**src/rtl/perf_timer_responder.sv**
```systemverilog
// Peripheral-bus responder: 8-word register window with ID, free-running cycle
// counter, auto-reload down-timer with interrupt, scratch and saturating error count.
module perf_timer_responder #(
   parameter logic [63:0] BASE_WORD = 64'h0000_0000_2000_0000,
   parameter logic [63:0] ID_VALUE  = 64'h0000_0533_0001_0000,
   parameter int unsigned ERR_W     = 16
) (
   input  logic        clk,
   input  logic        rst,
   input  logic        perf_en,
   input  logic [63:0] perf_addr,
   input  logic [63:0] perf_data,
   input  logic        perf_wren,
   output logic [63:0] rd_data,
   output logic        rd_valid,
   output logic        err,
   output logic        irq
);
   localparam logic [ERR_W-1:0] ERR_MAX = '1;

   logic [2:0]       ctrl_q;
   logic [63:0]      cycle_q;
   logic [63:0]      timer_q;
   logic [63:0]      reload_q;
   logic [63:0]      scratch_q;
   logic             expired_q;
   logic [ERR_W-1:0] errcnt_q;

   logic             hit;
   logic             miss;
   logic             rd_req;
   logic             wr_req;
   logic [2:0]       off;
   logic [63:0]      rd_mux;
   logic [63:0]      timer_d;
   logic             expire_set;
   logic             expired_d;

   assign hit    = (perf_addr[63:3] == BASE_WORD[63:3]);
   assign off    = perf_addr[2:0];
   assign miss   = perf_en & ~hit;
   assign rd_req = perf_en & ~perf_wren;
   assign wr_req = perf_en & perf_wren & hit;

   // Read mux sees pre-update state; unmapped reads return zero.
   always_comb begin
      rd_mux = '0;
      if (hit) begin
         case (off)
            3'd0: rd_mux = ID_VALUE;
            3'd1: rd_mux = {61'd0, ctrl_q};
            3'd2: rd_mux = cycle_q;
            3'd3: rd_mux = timer_q;
            3'd4: rd_mux = reload_q;
            3'd5: rd_mux = {63'd0, expired_q};
            3'd6: rd_mux = scratch_q;
            3'd7: rd_mux = 64'(errcnt_q);
         endcase
      end
   end

   // Timer step uses the current CTRL; a bus write to TIMER overrides the step,
   // and an expiry beats a same-cycle W1C of STATUS.
   always_comb begin
      timer_d    = timer_q;
      expire_set = 1'b0;
      if (ctrl_q[0]) begin
         if (timer_q > 64'd1) begin
            timer_d = timer_q - 64'd1;
         end else if (timer_q == 64'd1) begin
            expire_set = 1'b1;
            timer_d    = (ctrl_q[2] && (reload_q != 64'd0)) ? reload_q : 64'd0;
         end
      end
      if (wr_req && (off == 3'd3)) timer_d = perf_data;

      expired_d = expired_q;
      if (wr_req && (off == 3'd5) && perf_data[0]) expired_d = 1'b0;
      if (expire_set) expired_d = 1'b1;
   end

   always_ff @(posedge clk or negedge rst) begin
      if (!rst) begin
         ctrl_q    <= '0;
         cycle_q   <= '0;
         timer_q   <= '0;
         reload_q  <= '0;
         scratch_q <= '0;
         expired_q <= 1'b0;
         errcnt_q  <= '0;
         rd_data   <= '0;
         rd_valid  <= 1'b0;
         err       <= 1'b0;
         irq       <= 1'b0;
      end else begin
         timer_q   <= timer_d;
         expired_q <= expired_d;
         cycle_q   <= (wr_req && (off == 3'd2)) ? perf_data : cycle_q + 64'd1;
         if (wr_req && (off == 3'd1)) ctrl_q    <= perf_data[2:0];
         if (wr_req && (off == 3'd4)) reload_q  <= perf_data;
         if (wr_req && (off == 3'd6)) scratch_q <= perf_data;
         if (wr_req && (off == 3'd7)) begin
            errcnt_q <= '0;
         end else if (miss && (errcnt_q != ERR_MAX)) begin
            errcnt_q <= errcnt_q + ERR_W'(1);
         end
         rd_valid <= rd_req;
         rd_data  <= rd_req ? rd_mux : 64'd0;
         err      <= miss;
         irq      <= expired_q & ctrl_q[1];
      end
   end

endmodule
```
**config.mk**
```make
export PLATFORM = sky130hd
export DESIGN_NAME = perf_timer_responder
export DESIGN_NICKNAME = d
export VERILOG_FILES = /design/src/rtl/perf_timer_responder.sv
export SDC_FILE = /design/constraint.sdc
export NUM_CORES = 1
export LEC_CHECK = 0
export ABC_AREA = 1
export BUFFER_PORTS_ARGS = -buffer_cell sky130_fd_sc_hd__buf_4
export CAP_MARGIN = 20
export CORE_UTILIZATION = 40
export CTS_BUF_LIST = sky130_fd_sc_hd__clkbuf_4 sky130_fd_sc_hd__clkbuf_8 sky130_fd_sc_hd__clkbuf_16
export DETAILED_ROUTE_END_ITERATION = 7
export HOLD_SLACK_MARGIN = 0.15
export PLACE_DENSITY = 0.68
export SYNTH_ARGS = -nofsm -noshare
export SYNTH_HDL_FRONTEND = slang
export SYNTH_SLANG_ARGS = --single-unit
```
**constraint.sdc**
```tcl
create_clock -name clk -period 2.3 [get_ports clk]
set_input_delay 0.46 -clock clk [delete_from_list [all_inputs] [get_ports clk]]
set_output_delay 0.46 -clock clk [all_outputs]
set_load 0.01 [all_outputs]
```
# --- Yosys cells after proc, flatten, opt, wreduce, memory -nomap -nowiden ---
# Cells that the tools add are included.
# W data, S select, Z words.
totals:
  word_cells: 65
  ff_bits: 343
  inputBits: 132
  out_inout_bits: 67
op_classes:
  magnitude_cmp: 1
  reduce_logical: 17
  bitwise: 7
  n_addsub: 3
  mux: 16
  eq_ne: 10
ops:
  columns: ["cell", "count"]
  rows:
  - ["$mux W64", 8]
  - ["$pmux W64 S8", 1]
  - ["$add A64 B1 Y64 const B", 1]
  - ["$eq A64 B1 Y1 const B", 1]
  - ["$gt A64 B1 Y1 const B", 1]
  - ["$reduce_bool A64 Y1", 1]
  - ["$sub A64 B1 Y64 const B", 1]
  - ["$eq A61 B27 Y1 const B", 1]
  - ["$mux W16", 2]
  - ["$add A16 B1 Y16 const B", 1]
  - ["$ne A16 B16 Y1 const B", 1]
  - ["$eq A3 B3 Y1 const B", 4]
  - ["$logic_and A1 B1 Y1", 10]
  - ["$eq A3 B2 Y1 const B", 2]
  - ["$reduce_bool A2 Y1", 3]
  - ["$and A1 B1 Y1", 5]
  - ["$mux W1", 5]
  - ["$eq A3 B1 Y1 const B", 1]
  - ["$logic_not A3 Y1", 1]
  - ["$reduce_bool A3 Y1", 1]
  - ["$not A1 Y1", 2]
  - ["$reduce_and A2 Y1", 1]

# --- Logic depth before layout (Yosys ltp) ---
# Gate-level depths: netlist of run 1.
logic_depth:
  word_depth: 7
  mapped_depth: 15
  ltp_nobuf: 14

# --- Worst setup path after synthesis of run 1 ---
# OpenSTA, ideal clock, no wires.
synth_path:
  path_kind: "reg-to-reg"
  from: "register timer_q[0]"
  to: "register timer_q[55]"
  setup_time_ps: 124
  setup_slack_ps: 294
  stages_incl_launch_ff: 13
  n_path_buf: 1
  required_ps: 2176
  t_arrival_ps: 1882
  synth_period_minus_slack_ps: 2006
  path_cell_list: "dfrtp_1 -> inv_1 -> ha_1 -> nand2_2 -> nor2_4 -> nand2_4 -> nor2_8 -> nand2_2 -> o21ai_4 -> a21oi_4 -> buf_6 -> nand2_2 -> nand3_1"
synth_between:
  elab_chain_len: 4
  elab_cells_between_ends: 8
  classes_between: "add/sub (1); order compare (1); eq/ne (1); mux (3); reduce/logical (2)"
synth_rtl:
  columns: ["item", "line_no", "text"]
  rows:
  - ["from (decl)", "23", "logic [63:0] timer_q;"]
  - ["from (signal assigned)", "96", "timer_q <= timer_d;"]
  - ["$sub A64 B1 Y64 or $gt A64 B1 Y1 (tied branches)", "69, 68", null]
  - ["$mux W64", "68", "if (timer_q > 64'd1) begin"]
  - ["$mux W64", "67", "if (ctrl_q[0]) begin"]
  - ["$mux W64", "75", "if (wr_req && (off == 3'd3)) timer_d = perf_data;"]
# Several ways; a longest one is shown, not always the timed one. The select of a mux whose other input is x is not followed.
# A chain may end at the register's enable or synchronous reset.

# --- Worst setup path after layout of run 1 ---
layout_path:
  from: "register cycle_q[0]"
  to: "register cycle_q[34]"
layout_between:
  elab_chain_len: 2
layout_rtl:
  columns: ["item", "line_no", "text"]
  rows:
  - ["from (decl)", "22", "logic [63:0] cycle_q;"]
  - ["from (signal assigned)", "98", "cycle_q <= (wr_req && (off == 3'd2)) ? perf_data : cycle_q + 64'd1;"]
  - ["$add A64 B1 Y64", "98", null]
  - ["$mux W64", "98", null]
# Every way passes these cells.

==> results of run 1 <==
## cell type report
class	instances	area, sq um
Multi-Input combinational cell	2175	10300
Clock buffer	62	1240
Fill cell	4877	23100
Timing Repair Buffer	486	4260
Inverter	252	946
Sequential cell	343	8580
Clock inverter	11	95.1
Tap cell	664	831
## through the flow
| stage | utilization (%) | setup WS, ns | hold WS, ns |
|---|---|---|---|
| 2_1_floorplan | - | 0.294 | 0.164 |
| 3_3_place_gp | 49.0 | -0.0262 | 0.401 |
| 3_5_place_dp | 49.0 | -0.0513 | 0.398 |
| 4_1_cts | 52.7 | 0.00684 | 0.153 |
| 5_1_grt | 53.1 | -0.00593 | 0.179 |
| 6_report | 53.1 | 0.0802 | 0.162 |
## power groups by stage
stage / clock (uW) / combinational, uW / sequential, uW
after floorplan: 0 / 312 / 6260
after global placement: 0 / 888 / 6280
after detailed placement: 0 / 891 / 6280
after CTS: 6580 / 957 / 6170
after global routing: 6820 / 1050 / 6180
final: 6500 / 956 / 6180
## cell families after synthesis
family | Yosys count | share of synthesized area (%)
compound gates | 385 | 11.1
xor+xnor | 87 | 3.78
fa+ha+maj | 4 | 0.248
buf+inv | 367 | 7.37
flops | 343 | 42.6
simple gates | 1699 | 34.9
## worst reg2reg max path, cell delays in order, from the launching register on
cell and delay (ns):
dfrtp_1 0.44, ha_1 0.21, nand2_1 0.11, nor2_4 0.18, nand4_1 0.25, nor2_4 0.22, nand3b_1 0.26, buf_4 0.23
xor2_1 0.13, o21ai_0 0.13
## cells in the final DEF (no fill, tap or decap), types with 10 or more instances in the layout
cell	count
a31oi_1	33
xnor2_1	22
nand3b_1	11
nor3_1	43
o22ai_1	18
buf_4	398
dfrtp_1	342
xor2_1	65
a22oi_1	42
o21ai_0	231
dlygate4sd3_1	49
a21oi_1	20
inv_1	242
nor2_2	18
a221oi_1	30
nor2_4	11
buf_12	36
nand2_2	16
nand3_1	227
nand2_1	935
inv_2	10
nand4_1	33
clkbuf_4	15
nor2_1	377
clkbuf_16	45
## Yosys cell counts (all sizes together)
cell type  instances  area [sq um]
clkinv             1          3.75
a22oi             42           315
nand4             33           206
ha                 4          50.1
o21ai            236          1190
or2                2          12.5
a21oi             21           116
a31oi             33           206
nor4               4          25.0
nand2            958          3630
nor2b              1          6.26
nand3            236          1220
xnor2             22           193
a211oi             1          7.51
o21bai             1          7.51
o22ai             18           113
and3               1          6.26
o211ai             1          7.51
clkbuf            74           278
inv              251           942
buf               41           263
xor2              65           569
a221oi            30           263
nand3b            11          82.6
and2               1          6.26
nor3              45           235
a41oi              2          17.5
dfrtp            343          8580
nor2             407          1600
## layer usage
layer	vias to the layer above	wire (um)
li1	10152	-
met1	10132	34900
met2	897	36400
met3	179	6150
met4	0	3490
met5	-	0
## worst min-delay path by stage
stage / to
floorplan: ctrl_q[0]
global placement: rd_data[12]
detailed placement: rd_data[12]
CTS: rd_valid
global route: timer_q[5]
finish: rd_valid
## flip-flops by register name, indices dropped and copies added (netlist names)
register,flops
cycle_q,64
timer_q,64
errcnt_q,16
reload_q,64
expired_q,1
err,1
irq,1
rd_valid,1
scratch_q,64
rd_data,64
ctrl_q,3
## timing repair
item                                    in CTS  in global routing
resized for setup                            2                 38
hold buffers                                49                  0
cloned                                       0                  2
pin swaps                                    0                  9
buffers inserted                             0                  4
endpoints found under the hold margin       85                  0
endpoints found under the setup margin       4                 66
==> impl_metrics.toml, run 1 <==
[status]
outcome = "completed"

[timing]
final.setup_skew_ns = 0.0200
worst_slew_pin_slew_ns = 0.537
hold_viol = 0
period_minus_slack_ns = 2.22
setup-violations-final = 0
report.final.slew_viol_count = 0
relSlewSlack_pct = 63.9
tns_ns = 0
fmax_ghz = 0.450
finalCritPeriodShare_pct = 96.5

[power]
power_uw = 13600
clockPowerShare_pct = 47.7
seq_power_share_pct = 45.3
p_leak_uw = 0.0126
p_switching_uw = 3290
power_density_nw_per_um2 = 520
p_comb_share_pct = 7.0
cell_internal_pwr_uw = 10300
ir_drop_v = 0.000492
swShare_pct = 24.1

[synthesis]
yosysWarnings = 0
post_synth.cell_area_avg_sq_um = 6.99
yosysSeqAreaShare_pct = 42.6
syn-cell-area_sq_um = 20200
synth_nets = 3021
synthCells = 2885
ys_ff_latch = 343
synth.distinct_cells = 42

[die]
num_rows = 81
die_h_um = 226
initial_core_util_pct = 40.8
io_pins = 199
die-width_um = 226
coreArea_sq_um = 49400
die-area_sq_um = 51300

[detailed_routing]
num_vias = 21360
wirelength_mm = 80.9
drc = 0
avgViaCountPerCell = 5.35
dr.pass1.iters = 6
wl_per_cell_um = 20.3
drt_iter0_drc = 2204
ant_nets = 0

[setup_path]
r2r-end = "cycle_q[34]"
cp_cell_sequence = "ha_1 -> nand2_1 -> nor2_4 -> nand4_1 -> nor2_4 -> nand3b_1 -> buf_4 -> xor2_1 -> o21ai_0"
cp.arrival_ns = 2.72
cp-startpoint = "cycle_q[0]"
cp_common_cell = "nor2_4"
cp-endpoint = "cycle_q[34]"
cp_max_fo = 4
crit_type = "flip-flop to flip-flop"
cpPeakStageDelay_ns = 0.44
crit_path_start_kind = "flip-flop"
reg2reg_depth = 9
cp_top_family = "simple AND/OR/NAND/NOR gates"
cp_slowest_cell = "dfrtp_1"
cp-end-kind = "flip-flop"
r2r_slack_ns = 0.08
cp_num_cells = 9
reg2reg_from = "cycle_q[0]"
critPathBufInv = 1
required_ns = 2.80

[final_layout]
area_growth_pct = 30.1
drive_above_1_share_pct = 17.8
layoutNonFillerInstCount = 3993
final_nets = 3435
fin_area_sq_um = 26200
diodes = 0

[placed_design]
port_buffers = 198
place_inst = 3865
gp_congestion = 1.04
hpwlAfterDp_mm = 62.4
post_dp_cell_area_sq_um = 24200

[clocking]
htreeDepth = 2
cts_tree = "yes"
cts_max_path_buffers = 3
cts_buffers = 41
clkTransAtPathRegs_ns = 0.06
cts.sinks = 343
clk-insertion-delay-late_ns = 0.58
clock-root-buffer = "clkbuf_16"

[global_route]
grtUsageMet1_pct = 42.5
grtUsageMet2_pct = 49.3
grt_max_degree = 66
grt_overflow = 0
grt_use_total_pct = 31.3
grt_pass1_wl_mm = 121
top_usage_layer = "met2"
use_met3_pct = 5.43
first_global_vias = 20408
antenna_found_initial = 0

[hold_path]
hold_path_class = "input port to flip-flop"
hp-start = "perf_en"
whs_path_depth = 3

[job]
maxCapViolations = 0
No activity file was read; power rests on OpenSTA's default activity.
==> run 2: changes to the inputs <==
--- a/config.mk
+++ b/config.mk
@@ -5,9 +5,10 @@
 export SDC_FILE = /design/constraint.sdc
 export NUM_CORES = 1
 export LEC_CHECK = 0
-export ABC_AREA = 1
+export ABC_AREA = 0
 export BUFFER_PORTS_ARGS = -buffer_cell sky130_fd_sc_hd__buf_4
 export CAP_MARGIN = 20
+export CORE_ASPECT_RATIO = 0.6
 export CORE_UTILIZATION = 40
 export CTS_BUF_LIST = sky130_fd_sc_hd__clkbuf_4 sky130_fd_sc_hd__clkbuf_8 sky130_fd_sc_hd__clkbuf_16
 export DETAILED_ROUTE_END_ITERATION = 7
==> run 2 against run 1 <==
Compared with the run above: the run now ends with setup timing left; routed wire length shrank 9.9%; design area shrank 2.6%; clock skew grew 0.0050 ns; non-clock buffer count grew 114; register-to-register slack lost 0.86 ns; synthesized cell count shrank 36%; critical path depth grew 3; count of clock-buffer cells in the layout shrank 18; via count shrank 15%; critical endpoint is now timer_q[24]; largest power group is now sequential cells.
==> impl_metrics.toml, run 2 <==
[final_layout]
drive_above_1_share_pct = 41.0
multi_input_area_sq_um = 9760
fillers = 3639
final_nets = 2482
area_growth_pct = 41.0
regArea_sq_um = 8580
final_cell_mix = "522 x buf_4, 343 x dfrtp_1, 169 x nor2_1, 157 x a21oi_1, 157 x mux2_2"
final_util_pct = 58.0
mostFrequentLayoutCell = "buf_4"
layoutNonFillerInstCount = 2948
diodes = 0

[synthesis]
syn-cell-area_sq_um = 18100
yosysWarnings = 0
yosysSeqAreaShare_pct = 47.4
ys_ff_latch = 343
synth.distinct_cells = 66
synth_simple_gate_area_share_pct = 16.9
synthAdderAreaFrac_pct = 0.276
synth_top_area_share_pct = 47.4
synth_top_flop_cell = "dfrtp_1"
synth_top_family_by_area = "simple AND/OR/NAND/NOR gates"
synth_area_leaders = "dfrtp_1 47%, mux2_2 9.8%, a22oi_1 5.9%"
synth_common_cells = "343 x dfrtp_1, 177 x nor2_1, 162 x a21oi_1, 157 x mux2_2, 143 x a22oi_1"
synth_edf_count = 0
post_synth.cell_area_avg_sq_um = 9.83
synth.most_common_cell = "dfrtp_1"
synth_xor_area_share_pct = 5.95
yosys.area.top_type = "dfrtp_1"
synth_compound_area_share_pct = 15.7
synth.area.mux_share_pct = 10.4
async_flop_share_pct = 100
synth_nets = 1977
synthCells = 1841

[die]
io_pins = 199
initial_core_util_pct = 41.1
coreArea_sq_um = 44000
die-area_sq_um = 46100
die_h_um = 167
num_rows = 59
die-width_um = 277

[power]
ir_drop_v = 0.000405
p_leak_uw = 0.0115
power_density_nw_per_um2 = 506

[clocking]
htreeDepth = 2
clk-insertion-delay-late_ns = 0.55
cts_buffers = 34
cts_tree = "yes"
clock-root-buffer = "clkbuf_16"
cts.sinks = 343
clkTransAtPathRegs_ns = 0.07
cts_max_path_buffers = 3

[timing]
hold_viol = 0
report.final.slew_viol_count = 0
whs_ns = 0.175
relSlewSlack_pct = 61.6
finalCritPeriodShare_pct = 134
tns_ns = -44.34
fmax_ghz = 0.325
final.setup_skew_ns = 0.0250
period_minus_slack_ns = 3.08
setup-violations-final = 77
worst_slew_pin_slew_ns = 0.576
rsz0062_at_grt = "yes"
fin_ws_ns = -0.779

[detailed_routing]
wl_per_cell_um = 24.7
wirelength_mm = 72.9
num_vias = 18228
avgViaCountPerCell = 6.18
dr.pass1.iters = 6
ant_nets = 0
drt_iter0_drc = 2450
drc = 0

[hold_path]
min_to = "timer_q[12]"
whs_path_depth = 3
hold_path_class = "input port to flip-flop"
hp-start = "perf_data[12]"

[global_route]
grt_use_total_pct = 30.6
grt_pass1_wl_mm = 109
grt_max_degree = 60
antenna_found_initial = 2
grt_overflow = 0
first_global_vias = 17696

[setup_path]
cp-end-kind = "flip-flop"
crit_path_start_kind = "flip-flop"
reg2reg_from = "timer_q[25]"
r2r_slack_ns = -0.78
reg2reg_depth = 12
cp.arrival_ns = 3.54
cp_max_fo = 5
crit_type = "flip-flop to flip-flop"
required_ns = 2.76
r2r-end = "timer_q[24]"

[status]
outcome = "complete, but fails checks"
violations = "setup timing"

[placed_design]
place_inst = 2845
port_buffers = 198
gp_congestion = 0.997
hpwlAfterDp_mm = 51.1

[job]
maxCapViolations = 0
-- run 2: changes by cell type in the layout (fill, tap and decap cells not counted), sizes merged, moves of 48 or more --
cell,before,now
a21oi,21,164
nor2,407,178
inv,253,20
a22oi,42,143
nand2,958,117
o21ai,236,78
nand3,236,46
nor4,4,78
mux2,0,157
buf,435,591
dlygate4sd3,49,1
-- run 2: worst max-delay path, stage by stage, from the launching register on --
cell       delay (ns)
dfrtp_1          0.41
buf_4            0.17
nor4_1           0.41
buf_4            0.21
buf_4            0.10
nor3b_1          0.19
nand4_1          0.22
buf_4            0.22
nor4_4           0.38
buf_6            0.23
clkbuf_16        0.17
a22oi_2          0.08
o21ai_1          0.19
-- run 2: final cells by class --
cell class,instances,area share (%)
clock buffer,44,3.73
clock inverter,15,0.578
sequential,343,33.6
tap,579,2.84
inverter,17,0.250
timing repair buffer,600,20.7
multi-input combinational,1350,38.2
-- run 2: cell families after synthesis --
logic type                 count (synthesis)
AOI/OAI and AO/OA                        448
xor gates and xnor gates                 123
adders and majority gates                  4
buffers and inverters                    149
DFF                                      343
muxes                                    168
and+or+nand+nor                          606
-- run 2: where the power goes --
part / total (uW) / internal (uW) / switching, uW
logic: 1050 / 430 / 620
clock network: 5710 / 3170 / 2540
registers: 6150 / 6090 / 53.3
-- run 2: what timing repair did --
action | 4_1_cts | 5_1_grt
setup buffers | 17 | 18
pin swaps | 25 | 81
gates cloned | 9 | 7
setup endpoints to repair | 86 | 118
endpoints found under the hold margin | 49 | 0
hold buffers | 1 | 0
gates resized for setup | 81 | 123
-- run 2: how the worst max path moves through the flow --
| stage | from | endpoint | slack [ns] | cells after the start |
|---|---|---|---|---|
| global placement | timer_q[10] | timer_q[59] | -0.75 | 10 |
| floorplan | timer_q[10] | timer_q[59] | -0.72 | 9 |
| detailed placement | timer_q[10] | timer_q[63] | -0.83 | 8 |
| global route | timer_q[15] | timer_q[59] | -0.79 | 9 |
| CTS | timer_q[10] | timer_q[52] | -0.69 | 8 |
| finish | timer_q[25] | timer_q[24] | -0.78 | 12 |
-- run 2: through the flow --
| stage | power (uW) | instance area (sq um) | worst slack (ns) |
|---|---|---|---|
| after global placement | 7250 | 23000 | -0.748 |
| after detailed placement | 7280 | 23000 | -0.827 |
| after floorplan | 6570 | 18500 | -0.718 |
| after CTS | 12900 | 24800 | -0.688 |
| after global routing | 13300 | 25500 | -0.788 |
| final | 12900 | 25500 | -0.779 |
-- run 2: per-layer routing --
metal  up-vias  track usage (%)  routed length (um)
met5         -                0                   0
met4         0             7.25                1910
met3       168             9.43                9540
met2      1148             42.3               29600
met1      9113             46.0               31800
li1       7799                -                   -
